==> config.mk <==
export PLATFORM = sky130hd
export DESIGN_NAME = alu_cmd_sequencer_flat
export DESIGN_NICKNAME = d
export VERILOG_FILES = /design/src/rtl/alu_pkg.sv /design/src/rtl/alu_cmd_sequencer_if.sv /design/src/rtl/alu_rsp_fifo.sv /design/src/rtl/alu_cmd_sequencer.sv /design/src/flat_wrapper.sv
export SDC_FILE = /design/constraint.sdc
export NUM_CORES = 1
export LEC_CHECK = 0
export ABC_CLOCK_PERIOD_IN_PS = 3300
export CORE_UTILIZATION = 54
export CTS_CLUSTER_SIZE = 28
export DETAILED_ROUTE_END_ITERATION = 10
export PLACE_DENSITY = 0.8
export SETUP_SLACK_MARGIN = 0.1
export SYNTH_ARGS = -nofsm -noshare
export SYNTH_HDL_FRONTEND = slang
export SYNTH_SLANG_ARGS = --single-unit
==> constraint.sdc <==
create_clock -name clk -period 3.3 [get_ports clk]
set_clock_uncertainty 0.15 [all_clocks]
set_input_delay 0.33 -clock clk [delete_from_list [all_inputs] [get_ports clk]]
set_output_delay 0.33 -clock clk [all_outputs]
set_load 0.02 [all_outputs]
==> src/rtl/alu_pkg.sv <==
// alu_pkg: shared widths, opcode encodings and the response word layout
// for the ALU command sequencer and its response FIFO.
//   DW          operand/result width
//   OPW         opcode width
//   LAT_DEFAULT wrapper latency (alu_* change to alu_result valid, in edges)
//   RSP_W       packed response word width (result, carry, opcode)
package alu_pkg;

  localparam int DW          = 4;
  localparam int OPW         = 3;
  localparam int LAT_DEFAULT = 2;
  localparam int RSP_W       = DW + 1 + OPW;

  // Opcode encodings; remaining codes are reserved and passed through untouched.
  localparam logic [OPW-1:0] OP_ADD = 3'b000;
  localparam logic [OPW-1:0] OP_SUB = 3'b001;
  localparam logic [OPW-1:0] OP_AND = 3'b010;
  localparam logic [OPW-1:0] OP_OR  = 3'b011;
  localparam logic [OPW-1:0] OP_XOR = 3'b100;

  typedef struct packed {
    logic [DW-1:0]  result;
    logic           carry;
    logic [OPW-1:0] op;
  } rsp_word_t;

  function automatic rsp_word_t pack_rsp(input logic [DW-1:0] result,
                                         input logic carry,
                                         input logic [OPW-1:0] op);
    rsp_word_t w;
    w.result = result;
    w.carry  = carry;
    w.op     = op;
    return w;
  endfunction

endpackage

==> src/rtl/alu_cmd_sequencer_if.sv <==
// alu_cmd_sequencer_if: command and response handshakes of the sequencer.
//   cmd_valid/cmd_ready/cmd_a/cmd_b/cmd_op          command channel
//   rsp_valid/rsp_ready/rsp_result/rsp_carry/rsp_op response channel
// master = command issuer / response consumer, slave = the sequencer.
interface alu_cmd_sequencer_if;
  import alu_pkg::*;

  logic           cmd_valid;
  logic           cmd_ready;
  logic [DW-1:0]  cmd_a;
  logic [DW-1:0]  cmd_b;
  logic [OPW-1:0] cmd_op;

  logic           rsp_valid;
  logic           rsp_ready;
  logic [DW-1:0]  rsp_result;
  logic           rsp_carry;
  logic [OPW-1:0] rsp_op;

  modport master (
    output cmd_valid, cmd_a, cmd_b, cmd_op, rsp_ready,
    input  cmd_ready, rsp_valid, rsp_result, rsp_carry, rsp_op
  );

  modport slave (
    input  cmd_valid, cmd_a, cmd_b, cmd_op, rsp_ready,
    output cmd_ready, rsp_valid, rsp_result, rsp_carry, rsp_op
  );

endinterface

==> src/rtl/alu_rsp_fifo.sv <==
// alu_rsp_fifo: synchronous FIFO with registered wrap-bit pointers.
//   clk, rst     clock, async active-high reset (empties FIFO, clears storage)
//   push, din    write request and data
//   pop          read request (advances head)
//   full, empty  occupancy flags
//   head         current head word
// alu_rsp_fifo_chk: simulation checker flagging overflow and underflow.
module alu_rsp_fifo #(
  parameter int WIDTH = 8,
  parameter int DEPTH = 4
) (
  input  logic             clk,
  input  logic             rst,
  input  logic             push,
  input  logic             pop,
  input  logic [WIDTH-1:0] din,
  output logic             full,
  output logic             empty,
  output logic [WIDTH-1:0] head
);
  localparam int AW = $clog2(DEPTH);
  localparam logic [AW:0] PTR_ONE = {{AW{1'b0}}, 1'b1};

  logic [WIDTH-1:0] mem_r [DEPTH];
  logic [AW:0]      wr_ptr_r;
  logic [AW:0]      rd_ptr_r;
  logic             do_push_s;
  logic             do_pop_s;

  // Extra pointer bit tells full from empty when the indices coincide.
  assign empty     = (wr_ptr_r == rd_ptr_r);
  assign full      = (wr_ptr_r[AW] != rd_ptr_r[AW]) &&
                     (wr_ptr_r[AW-1:0] == rd_ptr_r[AW-1:0]);
  assign do_pop_s  = pop & ~empty;
  // A write into a full FIFO is allowed only when the head leaves on the same edge.
  assign do_push_s = push & (~full | do_pop_s);
  assign head      = mem_r[rd_ptr_r[AW-1:0]];

  // Storage and pointer update.
  always_ff @(posedge clk or posedge rst) begin
    if (rst) begin
      wr_ptr_r <= '0;
      rd_ptr_r <= '0;
      for (int i = 0; i < DEPTH; i++) begin
        mem_r[i] <= '0;
      end
    end else begin
      if (do_push_s) begin
        mem_r[wr_ptr_r[AW-1:0]] <= din;
        wr_ptr_r                <= wr_ptr_r + PTR_ONE;
      end
      if (do_pop_s) begin
        rd_ptr_r <= rd_ptr_r + PTR_ONE;
      end
    end
  end

endmodule

module alu_rsp_fifo_chk (
  input logic clk,
  input logic rst,
  input logic push,
  input logic pop,
  input logic full,
  input logic empty
);
  a_no_overflow:  assert property (@(posedge clk) disable iff (rst) !(push && full && !pop));
  a_no_underflow: assert property (@(posedge clk) disable iff (rst) !(pop && empty));
endmodule

==> src/rtl/alu_cmd_sequencer.sv <==
// alu_cmd_sequencer: drives commands into a registered ALU wrapper and
// returns results in order through a credit-protected response FIFO.
//   clk, rst                  clock, async active-high reset
//   io (slave)                command and response handshakes
//   alu_a, alu_b, alu_op      registered operands/opcode to the wrapper
//   alu_result, alu_carry     wrapper outputs, valid LAT edges after alu_* change
//   busy                      at least one command outstanding
module alu_cmd_sequencer
  import alu_pkg::*;
#(
  parameter int LAT   = LAT_DEFAULT,
  parameter int DEPTH = 4
) (
  input  logic                clk,
  input  logic                rst,
  alu_cmd_sequencer_if.slave  io,
  output logic [DW-1:0]       alu_a,
  output logic [DW-1:0]       alu_b,
  output logic [OPW-1:0]      alu_op,
  input  logic [DW-1:0]       alu_result,
  input  logic                alu_carry,
  output logic                busy
);
  localparam int CNT_W = $clog2(DEPTH + 1);
  localparam logic [CNT_W-1:0] CNT_MAX = CNT_W'(DEPTH);
  localparam logic [CNT_W-1:0] CNT_ONE = {{(CNT_W-1){1'b0}}, 1'b1};

  logic                 accept_s;
  logic                 pop_s;
  logic                 ready_r;
  logic [CNT_W-1:0]     outstanding_r;
  logic [CNT_W-1:0]     outstanding_nxt_s;
  logic [LAT:0]         pend_v_r;
  logic [OPW-1:0]       pend_op_r [LAT+1];
  rsp_word_t            push_word_s;
  logic [RSP_W-1:0]     head_bits_s;
  rsp_word_t            head_s;
  logic                 full_s;
  logic                 empty_s;

  // Ready comes from registered credit state only; reset masks it directly.
  assign io.cmd_ready = ~rst & ready_r;
  assign accept_s     = io.cmd_valid & io.cmd_ready;
  assign pop_s        = io.rsp_valid & io.rsp_ready;

  assign io.rsp_valid  = ~empty_s;
  assign head_s        = rsp_word_t'(head_bits_s);
  assign io.rsp_result = head_s.result;
  assign io.rsp_carry  = head_s.carry;
  assign io.rsp_op     = head_s.op;

  // Operand registers toward the wrapper; they hold between accepts.
  always_ff @(posedge clk or posedge rst) begin
    if (rst) begin
      alu_a  <= '0;
      alu_b  <= '0;
      alu_op <= '0;
    end else if (accept_s) begin
      alu_a  <= io.cmd_a;
      alu_b  <= io.cmd_b;
      alu_op <= io.cmd_op;
    end
  end

  // Pending tracker: stage LAT marks the edge on which the wrapper output is valid.
  always_ff @(posedge clk or posedge rst) begin
    if (rst) begin
      pend_v_r <= '0;
      for (int i = 0; i <= LAT; i++) begin
        pend_op_r[i] <= '0;
      end
    end else begin
      pend_v_r     <= {pend_v_r[LAT-1:0], accept_s};
      pend_op_r[0] <= accept_s ? io.cmd_op : {OPW{1'b0}};
      for (int i = 1; i <= LAT; i++) begin
        pend_op_r[i] <= pend_op_r[i-1];
      end
    end
  end

  // Credit counter next value: accept and pop on the same edge cancel.
  always_comb begin
    outstanding_nxt_s = outstanding_r;
    case ({accept_s, pop_s})
      2'b10:   outstanding_nxt_s = outstanding_r + CNT_ONE;
      2'b01:   outstanding_nxt_s = outstanding_r - CNT_ONE;
      default: outstanding_nxt_s = outstanding_r;
    endcase
  end

  // Credit state plus registered ready/busy derived from the next count.
  always_ff @(posedge clk or posedge rst) begin
    if (rst) begin
      outstanding_r <= '0;
      ready_r       <= 1'b1;
      busy          <= 1'b0;
    end else begin
      outstanding_r <= outstanding_nxt_s;
      ready_r       <= (outstanding_nxt_s < CNT_MAX);
      busy          <= (outstanding_nxt_s != '0);
    end
  end

  // Captured wrapper output tagged with the opcode that produced it.
  always_comb begin
    push_word_s = pack_rsp(alu_result, alu_carry, pend_op_r[LAT]);
  end

  alu_rsp_fifo #(
    .WIDTH (RSP_W),
    .DEPTH (DEPTH)
  ) u_rsp_fifo (
    .clk   (clk),
    .rst   (rst),
    .push  (pend_v_r[LAT]),
    .pop   (pop_s),
    .din   (push_word_s),
    .full  (full_s),
    .empty (empty_s),
    .head  (head_bits_s)
  );

  alu_rsp_fifo_chk u_rsp_fifo_chk (
    .clk   (clk),
    .rst   (rst),
    .push  (pend_v_r[LAT]),
    .pop   (pop_s),
    .full  (full_s),
    .empty (empty_s)
  );

endmodule

==> src/flat_wrapper.sv <==
// flat-port wrapper written by rule: the top's interface ports become plain ports
module alu_cmd_sequencer_flat import alu_pkg::*;
#(
  parameter int LAT   = LAT_DEFAULT,
  parameter int DEPTH = 4
)
  (clk, rst, alu_a, alu_b, alu_op, alu_result, alu_carry, busy, io_cmd_valid, io_cmd_a, io_cmd_b, io_cmd_op, io_rsp_ready, io_cmd_ready, io_rsp_valid, io_rsp_result, io_rsp_carry, io_rsp_op);
  alu_cmd_sequencer_if io_i ();
  input  logic clk;
  input  logic rst;
  output logic [DW-1:0] alu_a;
  output logic [DW-1:0] alu_b;
  output logic [OPW-1:0] alu_op;
  input  logic [DW-1:0] alu_result;
  input  logic alu_carry;
  output logic busy;
  input wire logic [$bits(io_i.cmd_valid)-1:0] io_cmd_valid;
  input wire logic [$bits(io_i.cmd_a)-1:0] io_cmd_a;
  input wire logic [$bits(io_i.cmd_b)-1:0] io_cmd_b;
  input wire logic [$bits(io_i.cmd_op)-1:0] io_cmd_op;
  input wire logic [$bits(io_i.rsp_ready)-1:0] io_rsp_ready;
  output wire logic [$bits(io_i.cmd_ready)-1:0] io_cmd_ready;
  output wire logic [$bits(io_i.rsp_valid)-1:0] io_rsp_valid;
  output wire logic [$bits(io_i.rsp_result)-1:0] io_rsp_result;
  output wire logic [$bits(io_i.rsp_carry)-1:0] io_rsp_carry;
  output wire logic [$bits(io_i.rsp_op)-1:0] io_rsp_op;
  assign io_i.cmd_valid = io_cmd_valid;
  assign io_i.cmd_a = io_cmd_a;
  assign io_i.cmd_b = io_cmd_b;
  assign io_i.cmd_op = io_cmd_op;
  assign io_i.rsp_ready = io_rsp_ready;
  assign io_cmd_ready = io_i.cmd_ready;
  assign io_rsp_valid = io_i.rsp_valid;
  assign io_rsp_result = io_i.rsp_result;
  assign io_rsp_carry = io_i.rsp_carry;
  assign io_rsp_op = io_i.rsp_op;
  alu_cmd_sequencer #(.LAT(LAT), .DEPTH(DEPTH)) u_core (.clk(clk), .rst(rst), .io(io_i), .alu_a(alu_a), .alu_b(alu_b), .alu_op(alu_op), .alu_result(alu_result), .alu_carry(alu_carry), .busy(busy));
endmodule
==> results.txt <==
- The flow ran to the end, and the final reports show no timing, DRC or antenna violations.
- The initial utilization of the core area, before any placement, comes to 0.563.
- In the final layout, the share of cells above drive strength 1 is 0.343.
* Clock insertion delay at the later pin of the skew report: 0.32 ns
* Detailed Route Iter0 Violations: 41
- The number of global-route vias before repair came to 1,678.
- Final setup slack of the worst path: 0.526 ns
- Filler Cells Inserted: 368
- Dividing total power by cell area gives a power density of 1000 nW/µm².
- Setup repair after global routing left no endpoint under its margin.
- During synthesis, Yosys emitted a total of 0 warnings.
- WL per Instance: 16.0 µm
- TritonCTS built the clock tree.
- Counting along the longest clock path gives a buffer depth of 2.
- After detailed routing, the number of remaining DRC violations is 0.
* Dominant cells by area after synthesis: sky130_fd_sc_hd__dfrtp_1 57%, sky130_fd_sc_hd__mux2_2 17%, sky130_fd_sc_hd__mux4_2 6.3%
* GRT Total Usage: 0.197
- Setup violations remaining at the end of the flow were counted as 0.
- Synthesis inferred 66 register bits.
* Maximum capacitance violations: 0
- Cell types with the highest counts after synthesis: 65 x sky130_fd_sc_hd__dfrtp_1, 44 x sky130_fd_sc_hd__mux2_2, 8 x sky130_fd_sc_hd__inv_1, 8 x sky130_fd_sc_hd__mux4_2
- Port Buffer Count: 41
- Total nets after synthesis: 202
- Worst path required time: 3.40 ns
* Clk root buf: sky130_fd_sc_hd__clkbuf_8
- Post-CTS timing repair inserted 0 buffers for setup.
* Total die area: 5620 µm²
* Final weighted congestion of routability-driven global placement: 0.744
* Final antenna-violating net count: 0
- In the synthesized netlist the dominant register cell turns out to be sky130_fd_sc_hd__dfrtp_1.
- Max FO, Critical Path: 9
* Total via count in the routed design: 1,598
- Most common cell in the netlist: sky130_fd_sc_hd__dfrtp_1
* Maximum number of pins on one net before global-route repair: 56
- The floorplan step set the die width to 75.0 µm.
- After clock tree synthesis, the clock-pin slew on the worst setup and hold paths is 0.06 ns.
- At the pin with the least slew margin, the transition time is 0.793 ns.
* Cell area after technology mapping: 2880 µm²
- Number of resized instances in the post-cts repair step: 0
* Post-synthesis cell count: 175
- Maximum level of the CTS H-tree: 3
* Area share of the largest cell type after synthesis: 0.566
- Number of unique standard cell types used by synthesis: 30
* DR vias/cell: 5.27
- Measured along the y axis, the die boundary spans 75.0 µm.
* Final Slew Violations: 0
* Number of failing hold endpoints at the final stage: 0
- Diodes inserted: 0
* Fraction of the core area covered by cells at the end of the flow: 0.698
- Row generation in the floorplan step produced 26 rows.
* Total Negative Setup Slacks: 0 ns
- Worst Path Class, Setup: flip-flop to flip-flop
- Dividing the final minimum period by the clock period gives 0.841.
* Cell accounting for the most synthesized area: sky130_fd_sc_hd__dfrtp_1
- Proportion of synthesized flip-flops having asynchronous set or reset: 1.00
- For this run, the post-layout net count is 255.
* Startpoint kind of the worst setup timing path: flip-flop
* Count of boundary I/O pins: 42
* First drt pass iteration count: 4
- Worst VDD drop: 0.000642 V
- Subtracting the final worst setup slack from the clock period gives 2.77 ns.
- Type of the tightest min-delay check: primary input to async pin
- Share of synthesized area occupied by flip-flops and latches: 0.575
* Initial antenna violation count: 0
* DPL Wire Length: 3.46 mm
* Hold-fix buffers, CTS: 0
- The worst pin sits at a relative slew slack of 0.469.
- Layout overhead on the synthesized area: 24.1%
- Core Footprint: 5110 µm²
* Post-Route WL: 4.86 mm
* Data arrival time of the worst path: 2.88 ns
- For this design the static power due to leakage is 1.58 nW.
- Before CTS, the worst setup slack after placement is 0.515 ns.
* EDFF count, synth: 0
- Cts bufs inserted: 9
- Type of destination of the critical path: flip-flop
- Highest clock rate: 361 MHz
- Synth Area per Inst: 16.4 µm²
- For this design, the sink count on the clock tree is 66.
* Post-layout power: 3.57 mW
- The first global-routing pass estimated 7.78 mm of wire.
- GRT Residual Overflow: 0
-- per-layer routing --
layer	track usage	share of wire	routed length, µm	vias to the layer above
li1	-	-	-	735
met1	0.234	0.43	2070	822
met2	0.338	0.52	2530	34
met3	0.0522	0.040	195	7
met4	0.0881	0.014	69	0
met5	0	0	0	-
-- where the power goes --
group / switching, mW / internal [mW]
Combinational: 0.777 / 0.840
Sequential: 0.212 / 1.14
Clock: 0.269 / 0.332
Total: 1.26 / 2.31
-- layout by cell type, fill, tap and decap left out, types with 2 or more instances in the layout --
cell,netlist,routed
sky130_fd_sc_hd__clkdlybuf4s50_1,0,41
sky130_fd_sc_hd__mux4_2,8,8
sky130_fd_sc_hd__inv_1,8,7
sky130_fd_sc_hd__nand2_1,4,4
sky130_fd_sc_hd__clkbuf_1,1,2
sky130_fd_sc_hd__and2_1,6,6
sky130_fd_sc_hd__dfrtp_1,65,65
sky130_fd_sc_hd__ha_1,6,6
sky130_fd_sc_hd__mux2_2,44,44
sky130_fd_sc_hd__o41ai_4,4,4
sky130_fd_sc_hd__o31ai_1,2,2
sky130_fd_sc_hd__clkinv_2,0,2
sky130_fd_sc_hd__xor2_4,2,2
sky130_fd_sc_hd__clkbuf_8,0,12
sky130_fd_sc_hd__xnor2_1,4,4
sky130_fd_sc_hd__xor2_1,2,2
sky130_fd_sc_hd__buf_4,1,5
sky130_fd_sc_hd__and3_1,3,3
-- metrics by stage --
stage,hold slack (ns),instance area (µm²),instances
detailed placement,0.186,3380,287
finish,0.146,3570,303
CTS,0.132,3570,303
floorplan,0.181,2880,175
global placement,0.182,3380,287
global route,0.150,3570,303
-- registers in the layout (all words and copies together), names as in the netlist --
name and count:
u_core.u_rsp_fifo.wr_ptr_r 3, u_core.pend_op_r 9, u_core.alu_op 3, u_core.alu_b 4, u_core.pend_v_r 3, u_core.outstanding_r 3, u_core.ready_r 1, u_core.busy 1
u_core.u_rsp_fifo.mem_r 32, u_core.alu_a 4, u_core.u_rsp_fifo.rd_ptr_r 3
-- final timing paths --
path                                                    start  slack (ns)  depth (start not counted)                           to
worst max-delay path            u_core.u_rsp_fifo.wr_ptr_r[0]        0.53                          9               u_core.ready_r
worst min-delay path                                      rst        0.15                          2             u_core.alu_op[2]
worst max register to register  u_core.u_rsp_fifo.wr_ptr_r[0]        0.53                          9               u_core.ready_r
worst min register to register             u_core.pend_v_r[1]        0.20                          0           u_core.pend_v_r[2]
max in group asynchronous                                 rst        1.93                          3  u_core.u_rsp_fifo.mem_r[17]
min in group clk                           u_core.pend_v_r[1]        0.20                          0           u_core.pend_v_r[2]
-- cells by family (layout without fill, tap and decap cells) --
logic type | count (synthesis) | after routing | synth area share
flops | 66 | 66 | 0.575
mux | 54 | 54 | 0.242
simple gates | 18 | 18 | 0.0361
buf+inv | 12 | 70 | 0.0196
compound gates | 9 | 9 | 0.0509
xor+xnor | 9 | 9 | 0.0431
fa+ha+maj | 7 | 7 | 0.0331
-- final cells by class --
cell class,count,area (µm²),share of cell area
Inverter,8,30.0,0.00842
Tap cell,70,87.6,0.0246
Timing Repair Buffer,46,448,0.126
Clock inverter,2,10.0,0.00281
Clock buffer,14,173,0.0484
Sequential cell,66,1650,0.463
Multi-Input combinational cell,97,1170,0.327
-- critical path: stages, from the launching register on --
cell                      delay [ns]
sky130_fd_sc_hd__dfrtp_1        0.51
sky130_fd_sc_hd__xor2_4         0.40
sky130_fd_sc_hd__o31ai_1        0.21
sky130_fd_sc_hd__inv_1          0.10
sky130_fd_sc_hd__ha_1           0.19
sky130_fd_sc_hd__inv_1          0.07
sky130_fd_sc_hd__fa_1           0.37
sky130_fd_sc_hd__xor2_1         0.16
sky130_fd_sc_hd__or3_1          0.36
sky130_fd_sc_hd__and2_1         0.18
(Power assumes the default switching activity.)
